===== config.mk =====
export PLATFORM = sky130hd
export DESIGN_NAME = tx_len_requester
export DESIGN_NICKNAME = d
export VERILOG_FILES = /design/src/rtl/tx_len_requester.sv
export SDC_FILE = /design/constraint.sdc
export NUM_CORES = 1
export LEC_CHECK = 0
export CORE_MARGIN = 4
export CORE_UTILIZATION = 70
export CTS_BUF_LIST = sky130_fd_sc_hd__clkbuf_8
export CTS_CLUSTER_DIAMETER = 150
export DETAILED_ROUTE_END_ITERATION = 6
export DONT_BUFFER_PORTS = 1
export HOLD_SLACK_MARGIN = 0.05
export PLACE_DENSITY = 0.85
export SYNTH_ARGS = -nofsm -noshare
export SYNTH_HDL_FRONTEND = slang
export SYNTH_SLANG_ARGS = --single-unit

===== constraint.sdc =====
create_clock -name clk -period 10.6 [get_ports clk]
set_clock_uncertainty 0.2 [all_clocks]
set_input_delay 1.06 -clock clk [delete_from_list [all_inputs] [get_ports clk]]
set_output_delay 1.06 -clock clk [all_outputs]
set_load 0.05 [all_outputs]

===== src/rtl/tx_len_requester.sv =====
// tx_len_requester: sends a 32-bit length as four LSB-first bytes on an 8-bit stream,
// then counts the bytes of the 32-bit tkeep/tlast response and reports length, keep
// and timeout errors with a one-cycle done pulse.
//
// Handshakes: a transfer happens on a rising clk edge where valid and ready are both
// high. The request side (o_tvalid/o_tready) holds o_tdata stable until accepted. The
// response side raises i_tready only in RECV, so beats offered at any other time are
// held off and never counted.
module tx_len_requester #(
  parameter int TIMEOUT_W = 24
) (
  input  logic        clk,
  input  logic        rst,
  input  logic        start,
  input  logic [31:0] req_len,
  output logic        busy,
  output logic        done,
  output logic        err_len,
  output logic        err_keep,
  output logic        err_timeout,
  output logic [31:0] rx_bytes,
  output logic        o_tvalid,
  input  logic        o_tready,
  output logic [7:0]  o_tdata,
  output logic        i_tready,
  input  logic        i_tvalid,
  input  logic [31:0] i_tdata,
  input  logic [3:0]  i_tkeep,
  input  logic        i_tlast,
  output logic [1:0]  o_dbg_state
);

  typedef enum logic [1:0] {
    S_IDLE = 2'd0,
    S_SEND = 2'd1,
    S_RECV = 2'd2,
    S_DONE = 2'd3
  } state_t;

  // Timeout fires when the idle counter would step onto all-ones.
  localparam logic [TIMEOUT_W-1:0] TMO_LAST = {{(TIMEOUT_W-1){1'b1}}, 1'b0};

  state_t               r_state;
  state_t               w_state_nxt;
  logic [31:0]          r_len;
  logic [1:0]           r_idx;
  logic [31:0]          r_bytes;
  logic                 r_err_keep;
  logic                 r_err_tmo;
  logic                 r_err_len;
  logic [TIMEOUT_W-1:0] r_tmo;

  logic                 w_send_hs;
  logic                 w_beat;
  logic                 w_keep_ok;
  logic [2:0]           w_pop;
  logic [31:0]          w_bytes_nxt;
  logic                 w_tmo_hit;
  logic                 w_unused;

  // Response payload only matters for its byte enables.
  assign w_unused = ^i_tdata;

  assign w_send_hs   = (r_state == S_SEND) && o_tready;
  assign w_beat      = (r_state == S_RECV) && i_tvalid;
  assign w_pop       = {2'b00, i_tkeep[0]} + {2'b00, i_tkeep[1]} +
                       {2'b00, i_tkeep[2]} + {2'b00, i_tkeep[3]};
  assign w_bytes_nxt = r_bytes + {29'd0, w_pop};
  assign w_tmo_hit   = (r_state == S_RECV) && !i_tvalid && (r_tmo == TMO_LAST);

  // Only low-aligned contiguous byte enables are legal; all-zero is not.
  always_comb begin
    w_keep_ok = 1'b0;
    case (i_tkeep)
      4'b0001, 4'b0011, 4'b0111, 4'b1111: w_keep_ok = 1'b1;
      default:                            w_keep_ok = 1'b0;
    endcase
  end

  // FSM state register.
  always_ff @(posedge clk or posedge rst) begin
    if (rst) r_state <= S_IDLE;
    else     r_state <= w_state_nxt;
  end

  // FSM next-state and Moore outputs.
  always_comb begin
    w_state_nxt = r_state;
    busy        = 1'b0;
    done        = 1'b0;
    o_tvalid    = 1'b0;
    o_tdata     = 8'd0;
    i_tready    = 1'b0;
    case (r_state)
      S_IDLE: begin
        if (start) w_state_nxt = S_SEND;
      end
      S_SEND: begin
        busy     = 1'b1;
        o_tvalid = 1'b1;
        o_tdata  = r_len[{r_idx, 3'b000} +: 8];
        if (w_send_hs && (r_idx == 2'd3))
          w_state_nxt = (r_len == 32'd0) ? S_DONE : S_RECV;
      end
      S_RECV: begin
        busy     = 1'b1;
        i_tready = 1'b1;
        if ((w_beat && i_tlast) || w_tmo_hit) w_state_nxt = S_DONE;
      end
      S_DONE: begin
        done        = 1'b1;
        w_state_nxt = S_IDLE;
      end
      default: w_state_nxt = S_IDLE;
    endcase
  end

  // Transaction datapath: captured length, byte index, byte count, idle timer, error flags.
  always_ff @(posedge clk or posedge rst) begin
    if (rst) begin
      r_len      <= 32'd0;
      r_idx      <= 2'd0;
      r_bytes    <= 32'd0;
      r_err_keep <= 1'b0;
      r_err_tmo  <= 1'b0;
      r_err_len  <= 1'b0;
      r_tmo      <= '0;
    end else begin
      case (r_state)
        S_IDLE: begin
          if (start) begin
            r_len      <= req_len;
            r_idx      <= 2'd0;
            r_bytes    <= 32'd0;
            r_err_keep <= 1'b0;
            r_err_tmo  <= 1'b0;
            r_err_len  <= 1'b0;
          end
        end
        S_SEND: begin
          if (w_send_hs) begin
            r_idx <= r_idx + 2'd1;
            r_tmo <= '0;
            // A zero-length request finishes here with nothing to receive.
            if (r_idx == 2'd3) r_err_len <= (r_bytes != r_len);
          end
        end
        S_RECV: begin
          if (w_beat) begin
            r_bytes <= w_bytes_nxt;
            r_tmo   <= '0;
            if (!w_keep_ok) r_err_keep <= 1'b1;
            if (i_tlast)    r_err_len  <= (w_bytes_nxt != r_len);
          end else begin
            r_tmo <= r_tmo + 1'b1;
            if (w_tmo_hit) begin
              r_err_tmo <= 1'b1;
              r_err_len <= (r_bytes != r_len);
            end
          end
        end
        default: ;
      endcase
    end
  end

  assign err_len     = r_err_len;
  assign err_keep    = r_err_keep;
  assign err_timeout = r_err_tmo;
  assign rx_bytes    = r_bytes;
  assign o_dbg_state = r_state;

endmodule


Yosys cells after proc, flatten, opt, wreduce, memory -nomap -nowiden
Cells that the tools add are included.
{ "word_totals": {"register_bits": 95, "input_bits": 74, "output_inout_bits": 49, "wordCells": 94} }
{ "classes": {"n_addsub": 6, "n_eq_ne": 22, "n_shift": 1, "mux": 33, "n_reduce_logical": 24} }
{ "ops": {"columns": ["op", "count"], "rows": [
  ["$mux 32", 2],
  ["$ne 32x32->1", 2],
  ["$pmux 32 s2", 1],
  ["$mux 24", 2],
  ["$pmux 24 s2", 1],
  ["$add 32x3->32", 1],
  ["$logic_not 32->1", 1],
  ["$shiftx 32x6->8", 1],
  ["$add 24x1->24 const B", 1],
  ["$eq 24x24->1 const B", 1],
  ["$mux 1", 16],
  ["$ne 2x2->1 const B", 6],
  ["$mux 2", 5],
  ["$reduce_and 3->1", 3],
  ["$mux 8", 1],
  ["$pmux 2 s4", 1],
  ["$reduce_and 4->1", 2],
  ["$eq 2x2->1 const B", 3],
  ["$logic_and 1x1->1", 6],
  ["$ne 2x1->1 const B", 3],
  ["$ne 3x3->1 const B", 2],
  ["$reduce_and 6->1", 1],
  ["$reduce_bool 2->1", 3],
  ["$eq 4x1->1 const B", 1],
  ["18 further kinds", 20]
]} }

Longest topological paths before layout
{ "depth": {"depth_word": 8, "depth_mapped": 13, "depth_no_buf": 12} }

Worst setup path before layout
OpenSTA, ideal clock, no wires.
{ "synth_path": {"path_kind": "input-to-reg", "from": "input port i_tkeep[0]", "to": "register r_err_len, in the netlist err_len", "setup_time_ns": 0.131, "arrival_time_ns": 3.982, "t_required_ns": 10.269, "path_slack_ns": 6.287, "cell_stages": 12, "path_buffers": 0, "path_cell_list": "fa_1 -> inv_1 -> fa_1 -> inv_1 -> fa_1 -> nand4_2 -> nor4b_4 -> and3_1 -> a31oi_1 -> or4_1 -> a211oi_2 -> a31oi_1"} }
{ "synth_via": {"elab_chain_len": 8} }
{ "synth_rtl": {"columns": ["element", "line", "rtl"], "rows": [
  ["from (decl)", "28", "input logic [3:0] i_tkeep,"],
  ["$add 1x1->2", "66", "assign w_pop = {2'b00, i_tkeep[0]} + {2'b00, i_tkeep[1]} +"],
  ["$add 2x1->3", "66", null],
  ["$add 3x1->3", "67", "{2'b00, i_tkeep[2]} + {2'b00, i_tkeep[3]};"],
  ["$add 32x3->32", "68", "assign w_bytes_nxt = r_bytes + {29'd0, w_pop};"],
  ["$ne 32x32->1", "153", "if (i_tlast) r_err_len <= (w_bytes_nxt != r_len);"],
  ["$mux 1", "153", null],
  ["$mux 1", "149", "if (w_beat) begin"],
  ["$pmux 1 s3", "129", "case (r_state)"],
  ["to (signal assigned)", "145", "if (r_idx == 2'd3) r_err_len <= (r_bytes != r_len);"],
  ["to (signal assigned)", "153", null],
  ["to (signal assigned)", "158", "r_err_len <= (r_bytes != r_len);"],
  ["to (decl)", "50", "logic r_err_len;"]
]} }
No other way between the ends. The select of a mux whose other input is x is not followed.
A chain may end at the register's enable or synchronous reset.

Worst setup path after layout
{ "layout_path": {"from": "register r_bytes[0], in the netlist rx_bytes[0]", "to": "register r_err_len, in the netlist err_len"} }
{ "layout_via": {"elab_chain_len": 5, "word_cells_on_any_way": 9, "cone_classes": "add/sub: 1; eq/ne: 2; mux: 6"} }
{ "layout_rtl": {"columns": ["element", "line", "rtl"], "rows": [
  ["from (decl)", "47", "logic [31:0] r_bytes;"],
  ["from (signal assigned)", "150", "r_bytes <= w_bytes_nxt;"],
  ["$add 32x3->32", "68", null],
  ["$ne 32x32->1", "153", null],
  ["$mux 1", "153", null],
  ["$mux 1", "149", null],
  ["$pmux 1 s3 (*)", "129", null]
]} }
Every way passes the cells marked *; elsewhere a longest branch is shown, timed or not. The select of a mux whose other input is x is not followed.

==> out/results.ini <==
[status]
outcome = finished clean

[timing]
max-slew-margin-rel = 0.3076
fin_crit_ns = 4.500
fmax_ghz = 0.2222
setup_viol = 0
final.setup.tns_ns = 0
rsz0062_at_grt = false
final-hold-violation-count = 0
slew_viol_final = 0
worst_pin_slew_ns = 1.039
finalCritPeriodShare = 0.4245

[synthesis]
synth_top_area_share = 0.3928
syn_nets = 716
syn_area_mm2 = 0.006052
yosysWarnings = 0
synth_area_leader_cell = dfrtp_1
synth_edf_count = 0
ys_seq_area_frac = 0.3928
ys_seq_elements = 95
synth_cell_type_count = 62
synthArstFlopShare = 1.000
synthTopCellsByArea = dfrtp_1 (39%), xnor2_1 (7.2%), mux2_2 (6.1%)
synth_area_per_cell_um2 = 9.591
synth_cells = 631
synth_flop_cell = dfrtp_1

[cts]
cts_root_buffer = clkbuf_8
cts_max_level = 3
clk_latency_ns = 0.37
post_cts_buffers = 0
numCtsBuffers = 9
cts_tree = done
cts.sinks = 95
cts_hold_buf = 0
cts_resized = 0
cts_max_path_buffers = 2
path_clk_slew_ns = 0.10

[placement]
place_congestion = 0.9938
portBuffers = 0
dp.cells = 710
hpwl_um = 11950

[global_route]
grt_pass1_wl_um = 26310
overflow = 0
track_usage = 0.3317
grt_pass1_vias = 5113
antenna_found_initial = 0
grt_max_degree = 63

[cells_and_area]
layout-drive-gt1-share = 0.1369
final-instance-count-excl-fill = 727
num-fill-cells = 549
final_nets = 701
syn2layout_area_growth_pct = 4.259

[floorplan]
io_pins = 123
row_count = 33
start_util = 0.7292
die_y_um = 101.0
dieArea_mm2 = 0.01020
die_x_um = 101.0
fp.coreArea_mm2 = 0.008299

[drt]
drt-initial-drc-count = 496
wl_um = 16280
drc = 0
drt_first_pass_iters = 6
vias = 5147
avgViaCountPerCell = 7.080
wire_per_inst_um = 22.40
ant_nets = 0

[setup_path]
endpoint_kind = flop
cp-start-kind = flop
critical_path_class = flop to flop
critPathMaxFanout = 7
cp.arrival_ns = 4.55
required_ns = 10.65

[power_and_ir_drop]
p_leak_uw = 0.002519
p_per_area_mw_per_mm2 = 257.9
peakVddDrop_mv = 0.2194

[worst_hold_path]
hold_path.class = flop to flop

[flow_run]
maxCapViolations = 0

[metal layers]
layer	share of wire	track usage	vias to the layer above
met4	0.041	0.1595	0
li1	-	-	2260
met1	0.38	0.4175	2515
met2	0.48	0.5377	308
met5	0	0	-
met3	0.099	0.08166	64
[layout by cell type, fill, tap and decap left out, types with 3 or more instances in the layout]
cell type	count
and3_2	5
nand4_2	3
and3_1	9
mux2_2	33
dfrtp_1	95
o31ai_1	13
nand4_1	23
and4_1	3
buf_4	5
a21oi_1	24
ha_1	8
mux2i_1	3
o21ai_0	56
nand3_1	22
nor2_1	45
inv_1	13
nor3_1	7
nand2b_1	3
a22o_1	4
mux4_2	8
nand2_1	50
nor2b_1	6
clkbuf_8	10
or3_1	8
xnor2_1	50
fa_1	3
xor2_1	23
nor4_1	14
a31oi_1	13
or4_1	4
and2_1	13
nor3b_1	3
[flip-flops by register name, summed over array words and instances, names as in the netlist]
name         flops
r_tmo           24
r_len           32
r_idx            2
err_timeout      1
o_dbg_state      2
rx_bytes        32
err_len          1
err_keep         1
[stage by stage]
step | power (µW) | hold slack, ns | cell area, µm² | utilization | setup slack, ns
floorplan | 1175 | 0.3042 | 6052 | - | 6.287
global placement | 1331 | 0.3223 | 6096 | 0.7345 | 5.900
detailed placement | 1359 | 0.3485 | 6096 | 0.7345 | 5.843
CTS | 1616 | 0.3648 | 6307 | 0.7600 | 6.161
global route | 1703 | 0.3980 | 6307 | 0.7600 | 5.891
finish | 1627 | 0.3599 | 6310 | 0.7603 | 6.100
[Yosys cell counts (2+ instances only)]
master	n
a211oi_1	2
a21oi_1	24
a22o_1	4
a31oi_1	13
and2_1	13
and3_1	9
and3_2	5
and3_4	2
and4_1	3
buf_1	4
buf_2	8
clkbuf_1	19
dfrtp_1	95
fa_1	3
ha_1	8
inv_1	14
mux2_2	33
mux2i_1	3
mux4_2	8
nand2_1	50
nand2b_1	3
nand3_1	22
nand3b_1	2
nand4_1	23
nand4_2	3
nor2_1	45
nor2b_1	6
nor3_1	7
nor3b_1	3
nor4_1	14
o2111ai_1	2
o21ai_0	56
o21ai_1	2
o31ai_1	13
or3_1	8
or4_1	4
xnor2_1	50
xnor3_1	2
xor2_1	23
[kinds of logic (layout without fill, tap and decap cells)]
kind of cell / count (synthesis) / in the layout / share of synthesized area
XOR/XNOR: 75 / 75 / 0.1131
other: 0 / 1 / 0
multiplexers: 45 / 45 / 0.09841
buffers and inverters: 45 / 35 / 0.02956
AND/OR/NAND/NOR: 230 / 230 / 0.2078
adder cells (fa/ha/maj): 11 / 11 / 0.02646
AO/OA/AOI/OAI: 130 / 130 / 0.1319
flip-flops: 95 / 95 / 0.3928
[worst paths after layout]
check	from	endpoint	slack [ns]	cells after the start
worst max-delay path	rx_bytes[0]$_DFFE_PP0P_	err_len$_DFFE_PP0P_	6.10	12
worst min-delay path	r_tmo[7]$_DFFE_PP0P_	r_tmo[7]$_DFFE_PP0P_	0.36	2
worst max register to register	rx_bytes[0]$_DFFE_PP0P_	err_len$_DFFE_PP0P_	6.10	12
worst min register to register	r_tmo[7]$_DFFE_PP0P_	r_tmo[7]$_DFFE_PP0P_	0.36	2
max in group asynchronous	rst	r_tmo[10]$_DFFE_PP0P_	8.57	2
min in group asynchronous	rst	rx_bytes[11]$_DFFE_PP0P_	0.41	1
[where the power goes]
| part | total [µW] | internal [µW] | switching, µW |
|---|---|---|---|
| Sequential | 657 | 442 | 215 |
| Combinational | 715 | 297 | 418 |
| Clock | 256 | 119 | 137 |
| Total | 1630 | 858 | 769 |
[area by class of cell]
type,instances,area [µm²],share of cell area
multi-input cells,491,3496,0.5540
flip-flops and latches,95,2377,0.3768
clock buffers,10,137.6,0.02181
well taps,105,131.4,0.02082
clock inverters,6,73.82,0.01170
inverters,14,53.80,0.008527
repair buffers,5,37.54,0.005949
diodes,1,2.502,0.0003966
[worst max-delay path: stages (launching register included)]
cell,delay [ns]
dfrtp_1,0.64
fa_1,0.63
inv_1,0.05
fa_1,0.40
inv_1,0.09
fa_1,0.35
nand4_2,0.21
nor4b_4,0.56
and3_1,0.30
a31oi_1,0.10
or4_1,0.56
a211oi_2,0.21
a31oi_1,0.11
Note: power is estimated with default switching activity, not from simulation.
